**config.mk**
```make
export PLATFORM = sky130hd
export DESIGN_NAME = n_bit_csa_subtractor
export DESIGN_NICKNAME = d
export VERILOG_FILES = /design/src/rtl/n_bit_csa_pkg.sv /design/src/rtl/csa_ripple_block.sv /design/src/rtl/n_bit_csa_subtractor.sv
export SDC_FILE = /design/constraint.sdc
export NUM_CORES = 1
export LEC_CHECK = 0
export BUFFER_PORTS_ARGS = -buffer_cell sky130_fd_sc_hd__buf_2
export CORE_AREA = 2 2 39 41
export DETAILED_ROUTE_END_ITERATION = 6
export DIE_AREA = 0 0 41 43
export GPL_TIMING_DRIVEN = 0
export PLACE_DENSITY = 0.61
export SLEW_MARGIN = 20
export SYNTH_ARGS = -nofsm -noshare
export SYNTH_HDL_FRONTEND = slang
export SYNTH_HIERARCHICAL = 1
export SYNTH_SLANG_ARGS = --single-unit
export TNS_END_PERCENT = 50
```
**constraint.sdc**
```tcl
create_clock -name clk -period 3.45 [get_ports clk]
set_clock_uncertainty 0.05 [all_clocks]
set_input_delay 0.1725 -clock clk [delete_from_list [all_inputs] [get_ports clk]]
set_output_delay 0.1725 -clock clk [all_outputs]
set_load 0.02 [all_outputs]
```
**src/rtl/n_bit_csa_pkg.sv**
```systemverilog
// Shared constants and helpers for the carry-select subtractor.
package n_bit_csa_pkg;

    localparam int DEFAULT_BLOCK_WIDTH = 2;

    // Number of carry-select blocks needed to cover 'width' bits in
    // steps of 'blk' (the last block may be short).
    function automatic int num_blocks(input int width, input int blk);
        return (width + blk - 1) / blk;
    endfunction

endpackage

```
**src/rtl/csa_ripple_block.sv**
```systemverilog
// One ripple-carry adder slice used as a building block of the
// carry-select adder: s = a + b + ci, co = carry out of the MSB.
module csa_ripple_block #(
    parameter int WIDTH = 2
) (
    input  logic [WIDTH-1:0] a,
    input  logic [WIDTH-1:0] b,
    input  logic             ci,
    output logic [WIDTH-1:0] s,
    output logic             co
);

    // Bit-serial ripple of the carry through the slice.
    always_comb begin
        logic c;
        c = ci;
        s = '0;
        for (int unsigned i = 0; i < WIDTH; i++) begin
            s[i] = a[i] ^ b[i] ^ c;
            c    = (a[i] & b[i]) | (a[i] & c) | (b[i] & c);
        end
        co = c;
    end

endmodule

```
**src/rtl/n_bit_csa_subtractor.sv**
```systemverilog
// Registered unsigned subtractor with borrow-in: sum = in1 - in2 - cin,
// produced as an (N+1)-bit two's-complement word via a carry-select
// adder computing {0,in1} + ~{0,in2} + ~cin.
// Optional macro N_BIT_CSA_SUB_VALID_EN adds in_valid/out_valid; without
// it sum updates on every clock edge.
module n_bit_csa_subtractor
    import n_bit_csa_pkg::*;
#(
    parameter int IN_DATAWIDTH  = 4,
    parameter int OUT_DATAWIDTH = IN_DATAWIDTH + 1,
    parameter int BLOCK_WIDTH   = DEFAULT_BLOCK_WIDTH
) (
    input  logic                     clk,
    input  logic                     rst,
`ifdef N_BIT_CSA_SUB_VALID_EN
    input  logic                     in_valid,
    output logic                     out_valid,
`endif
    input  logic [IN_DATAWIDTH-1:0]  in1,
    input  logic [IN_DATAWIDTH-1:0]  in2,
    input  logic                     cin,
    output logic [OUT_DATAWIDTH-1:0] sum
);

    localparam int NB = num_blocks(OUT_DATAWIDTH, BLOCK_WIDTH);

    logic [OUT_DATAWIDTH-1:0] a;
    logic [OUT_DATAWIDTH-1:0] b;
    logic [OUT_DATAWIDTH-1:0] sum_comb;
    logic [NB:0]              carry;
    logic                     unused_carry;

    assign a            = {1'b0, in1};
    assign b            = ~{1'b0, in2};
    assign carry[0]     = ~cin;
    // Final carry-out is meaningless for the (N+1)-bit result.
    assign unused_carry = carry[NB];

    for (genvar i = 0; i < NB; i++) begin : g_blk
        localparam int LO = i * BLOCK_WIDTH;
        localparam int BW = ((OUT_DATAWIDTH - LO) < BLOCK_WIDTH) ? (OUT_DATAWIDTH - LO) : BLOCK_WIDTH;

        if (i == 0) begin : g_first
            csa_ripple_block #(.WIDTH(BW)) u_blk (
                .a  (a[LO +: BW]),
                .b  (b[LO +: BW]),
                .ci (carry[0]),
                .s  (sum_comb[LO +: BW]),
                .co (carry[1])
            );
        end else begin : g_sel
            logic [BW-1:0] s0;
            logic [BW-1:0] s1;
            logic          co0;
            logic          co1;

            csa_ripple_block #(.WIDTH(BW)) u_blk0 (
                .a  (a[LO +: BW]),
                .b  (b[LO +: BW]),
                .ci (1'b0),
                .s  (s0),
                .co (co0)
            );

            csa_ripple_block #(.WIDTH(BW)) u_blk1 (
                .a  (a[LO +: BW]),
                .b  (b[LO +: BW]),
                .ci (1'b1),
                .s  (s1),
                .co (co1)
            );

            // Previous block's carry picks the precomputed result.
            assign sum_comb[LO +: BW] = carry[i] ? s1 : s0;
            assign carry[i+1]         = carry[i] ? co1 : co0;
        end
    end

`ifdef N_BIT_CSA_SUB_VALID_EN
    // Output register: reset clears, otherwise capture only on in_valid.
    always_ff @(posedge clk) begin
        if (rst) begin
            sum       <= '0;
            out_valid <= 1'b0;
        end else begin
            out_valid <= in_valid;
            if (in_valid) begin
                sum <= sum_comb;
            end
        end
    end
`else
    // Output register: reset clears, otherwise capture every edge.
    always_ff @(posedge clk) begin
        if (rst) begin
            sum <= '0;
        end else begin
            sum <= sum_comb;
        end
    end
`endif

endmodule

```
* Word-level counts from Yosys, hierarchy flattened *
Index checks and enable logic that the tools add are counted.

storage, ports and cells
  bits in registers = 5
  input bits = 11
  output and inout port bits = 5
  logic and storage cells = 38

operators by class
  muxes and demuxes = 3
  bitwise gates (word level) = 34

operators by type and width
  operator             number
  bitwise AND 1 bit    12
  OR 1 bit             10
  bitwise XOR 1 bit    8
  inverter 4 -> 5 bit  1
  inverter 1 bit       3
  2-to-1 mux 1 bit     2
  2-to-1 mux 2 bit     1

* Longest topological paths before layout *
  depth after elaboration = 9
  gate-level depth with buffers = 7
  mapped depth without buffers = 7

* By module *
The synthesis kept the hierarchy.

by module, submodules not included
  module                                          instances  cells each  area an instance (µm²)  sequential area each (µm²)
  csa_ripple_block at g_blk[0].g_first.u_blk ...  3          10          70.1                    0.0
  n_bit_csa_subtractor                            1          22          198.9                   100.1
  csa_ripple_block at g_blk[2].g_sel.u_blk0 ...   2          1           20.0                    0.0

* Worst setup path before layout *
OpenSTA, ideal clock, no wires.

  path type = input-to-reg
  start point = input port in2[0]
  end point = register sum[4]
  setup time = 0.072 ns
  arrival = 1.514 ns
  data required time = 3.328 ns
  path slack = 1.815 ns
  stages = 7
  buffers on the path = 0
  path through = inv_1 -> inv_1 -> fa_1 -> fa_1 -> inv_1 -> mux2i_1 -> mux2i_1

on the way
  word-level cells in the longest chain between the ends = 9
  elaborated cells on any way between the ends = 11
  classes of those cells = mux: 2; bitwise: 9

RTL lines
  element                  RTL line                    text
  start: declaration       n_bit_csa_subtractor.sv:20  input logic [IN_DATAWIDTH-1:0] in2,
  inverter 4 -> 5 bit (*)  n_bit_csa_subtractor.sv:34  assign b = ~{1'b0, in2};
  bitwise AND 1 bit        csa_ripple_block.sv:20      c = (a[i] & b[i]) | (a[i] & c) | (b[i] & c);
  OR 1 bit                 csa_ripple_block.sv:20
  OR 1 bit (*)             csa_ripple_block.sv:20
  bitwise AND 1 bit        csa_ripple_block.sv:20
  OR 1 bit                 csa_ripple_block.sv:20
  OR 1 bit (*)             csa_ripple_block.sv:20
  via carry[1]             n_bit_csa_subtractor.sv:30  logic [NB:0] carry;
  2-to-1 mux 1 bit (*)     n_bit_csa_subtractor.sv:75  assign carry[i+1] = carry[i] ? co1 : co0;
  2-to-1 mux 1 bit (*)     n_bit_csa_subtractor.sv:74  assign sum_comb[LO +: BW] = carry[i] ? s1 : s0;
  end signal: assignment   n_bit_csa_subtractor.sv:98  sum <= sum_comb;
  end: declaration         n_bit_csa_subtractor.sv:22  output logic [OUT_DATAWIDTH-1:0] sum

The timed path passes the listed nets; every way through them passes the cells marked *.
A chain may end at the register's enable or synchronous reset.

* Worst setup path in the final report *
  start point = input port in2[0]
  end point = register sum[4]

on the way
  word-level cells in the longest chain between the ends = 9
  elaborated cells on any way between the ends = 11
  classes of those cells = mux: 2; bitwise: 9

RTL lines
  element                  RTL line                    text
  inverter 4 -> 5 bit (*)  n_bit_csa_subtractor.sv:34
  via b[0]                 n_bit_csa_subtractor.sv:28  logic [OUT_DATAWIDTH-1:0] b;
  bitwise AND 1 bit        csa_ripple_block.sv:20
  OR 1 bit                 csa_ripple_block.sv:20
  OR 1 bit (*)             csa_ripple_block.sv:20
  bitwise AND 1 bit        csa_ripple_block.sv:20
  OR 1 bit                 csa_ripple_block.sv:20
  OR 1 bit (*)             csa_ripple_block.sv:20
  via carry[1]             n_bit_csa_subtractor.sv:30
  2-to-1 mux 1 bit (*)     n_bit_csa_subtractor.sv:75
  2-to-1 mux 1 bit (*)     n_bit_csa_subtractor.sv:74

Marked as above.

==> flow_metrics.env <==
export IMPL_status="completed"
export IMPL_cts_tree="done"
export IMPL_synth_compound_area_share_pct=0
export IMPL_viasPerCell=3.37
export IMPL_seq_power_share_pct=34.6
export IMPL_clkPwrFrac_pct=32.6
export IMPL_cp_start_kind="primary input"
export IMPL_die_w_um=41
export IMPL_synth_top_family_by_area="adder cells"
export IMPL_rsz0062_at_grt="no"
export IMPL_dpl_hpwl_um=524
export IMPL_detail_route_antenna_nets=0
export IMPL_crit_path_end_kind="register"
export IMPL_drive_above_1_share_pct=22.8
export IMPL_slowest_stage="fa_1"
export IMPL_cts_buffer_depth=2
export IMPL_area_growth_pct=32.0
export IMPL_internal_power_uw=136
export IMPL_grt_pass1_wl_um=972
export IMPL_crit_chain="buf_2, inv_1, inv_1, fa_1, fa_1, inv_1, mux2i_1, mux2i_1"
export IMPL_critPathKind="primary input to register"
export IMPL_fmax_mhz=625
export IMPL_dieArea_um2=1760
export IMPL_grt_pass1_vias=256
export IMPL_synth_fa_ha_area_share_pct=35.7
export IMPL_min_from="rst"
export IMPL_net_switching_power_uw=57.3
export IMPL_worstPathMaxFanout=3
export IMPL_cp_arrival_ns=1.71
export IMPL_clkTransAtPathRegs_ns=0.04
export IMPL_grt_overflow_total=0
export IMPL_path_common_cell="inv_1"
export IMPL_leakagePower_nw=0.395
export IMPL_ctsHoldBuffers=0
export IMPL_crit_buf_inv=4
export IMPL_track_usage_pct=8.13
export IMPL_pin_count=16
export IMPL_drc=0
export IMPL_cts_resized=0
export IMPL_vdd_ir_drop_max_mv=0.102
export IMPL_core_region_area_um2=1380
export IMPL_finalWirelength_um=544
export IMPL_cp_top_family="adder cells"
export IMPL_cts_setup_buffers=0
export IMPL_fin_crit_sh_pct=46.4
export IMPL_cp_depth=8
export IMPL_top_register="sum"
export IMPL_yosys_area_share_simple_pct=7.24
export IMPL_ys_seq_area_share_pct=22.3
export IMPL_sw_frac_of_total_pct=29.6
export IMPL_muxShareOfSynthArea_pct=8.91
export IMPL_grt_max_degree=7
export IMPL_wl_per_cell_um=5.73
export IMPL_fin_util_pct=42.9
export IMPL_ctsRootBufferMaster="clkbuf_4"
export IMPL_port_buffers=15
export IMPL_place_gp_congestion=0.580
export IMPL_nets=99
export IMPL_largestRegisters="sum (5)"
export IMPL_worst_hold_path_type="primary input to register"
export IMPL_cts_max_level=1
export IMPL_cpPeakStageDelay_ns=0.40
export IMPL_dr_pass1_iters=1
export IMPL_largest_register_ff_count=5
export IMPL_first_iter_violations=0
export IMPL_start_util_pct=32.5
export IMPL_drv_slew=0
export IMPL_syn_avg_cell_area_um2=8.32
export IMPL_crit_required_ns=3.56
export IMPL_hold_depth=2
export IMPL_antennaDiodeCount=0
export IMPL_antenna_found_initial=0
export IMPL_dieHeight_um=43
export IMPL_min_to="sum[1]"
export IMPL_clock_sinks=5
export IMPL_vias=320
export IMPL_yosys_warnings=6
export IMPL_ys_types=8
export IMPL_row_count=14
export IMPL_nFillCells=139
export IMPL_p_per_area_nw_per_um2=326
export IMPL_maxCapViolations=0
export IMPL_fin_crit_ns=1.60
export IMPL_synth_xor_area_share_pct=0
export IMPL_netlist_area_um2=449
export IMPL_cts_inserted_buffers=3
export IMPL_finalSetupViolCount=0
export IMPL_ys_ff_latch=5
export IMPL_power_frac_comb_pct=32.8
export IMPL_fin_tns_setup_ns=0
export IMPL_hold_violations=0
export IMPL_synth_cells=54
==> metrics by stage <==
step	cells	hold slack [ns]	instance area, µm²	total power [mW]	setup WS (ns)
detailed placement	91	0.369	567	0.132	1.61
global placement	91	0.364	567	0.131	1.62
finish	95	0.131	593	0.194	1.85
global route	95	0.145	593	0.212	1.73
CTS	95	0.126	593	0.197	1.84
floorplan	60	0.194	472	0.114	1.81
==> power groups by stage <==
stage	Clock [mW]	Combinational [mW]	Sequential [mW]
global route	0.0697	0.0749	0.0675
detailed placement	0	0.0644	0.0681
CTS	0.0657	0.0646	0.0671
floorplan	0	0.0351	0.0786
finish	0.0631	0.0634	0.0671
global placement	0	0.0628	0.0682
==> worst max-delay path by stage <==
stage	from	endpoint	slack, ns
after CTS	in2[0]	sum[4]	1.84
after global placement	in2[0]	sum[4]	1.62
after detailed placement	in2[0]	sum[4]	1.61
final	in2[0]	sum[4]	1.85
after global routing	in2[0]	sum[4]	1.73
after floorplan	in2[0]	sum[4]	1.81
==> routing by layer <==
metal / GRT usage (%) / vias up / wire length, µm
met5: 0 / - / 0
met4: 6.00 / 0 / 0
met3: 1.57 / 0 / 93
met2: 10.0 / 16 / 214
met1: 12.0 / 127 / 236
li1: - / 177 / -
==> logic make-up after synthesis <==
kind of cell | after synthesis
buffers and inverters | 29
adders and majority gates | 8
and+or+nand+nor | 6
DFF | 5
muxes | 4
other | 2
==> cells in the mapped netlist <==
master    number  area (µm²)
conb_1         2        7.51
nor2_1         2        7.51
fa_1           8         160
inv_1         29         109
nor2b_1        2        12.5
dfxtp_1        5         100
nand2b_1       2        12.5
mux2i_1        4        40.0
==> layout make-up <==
class / instances / area, µm² / share of cell area, %
Clock buffer: 4 / 26.3 / 4.43
Tap cell: 16 / 20.0 / 3.38
Inverter: 29 / 109 / 18.4
Multi-Input combinational cell: 26 / 263 / 44.3
Sequential cell: 5 / 100 / 16.9
Timing Repair Buffer: 15 / 75.1 / 12.7
==> placed cells by master (no fill, tap or decap) <==
| cell | netlist | layout |
|---|---|---|
| nor2_1 | 2 | 2 |
| nand2b_1 | 2 | 2 |
| clkbuf_1 | 0 | 1 |
| conb_1 | 2 | 8 |
| dfxtp_1 | 5 | 5 |
| mux2i_1 | 4 | 4 |
| inv_1 | 29 | 29 |
| buf_2 | 0 | 15 |
| fa_1 | 8 | 8 |
| clkbuf_4 | 0 | 3 |
| nor2b_1 | 2 | 2 |
Power figures use the tool's default switching activity.
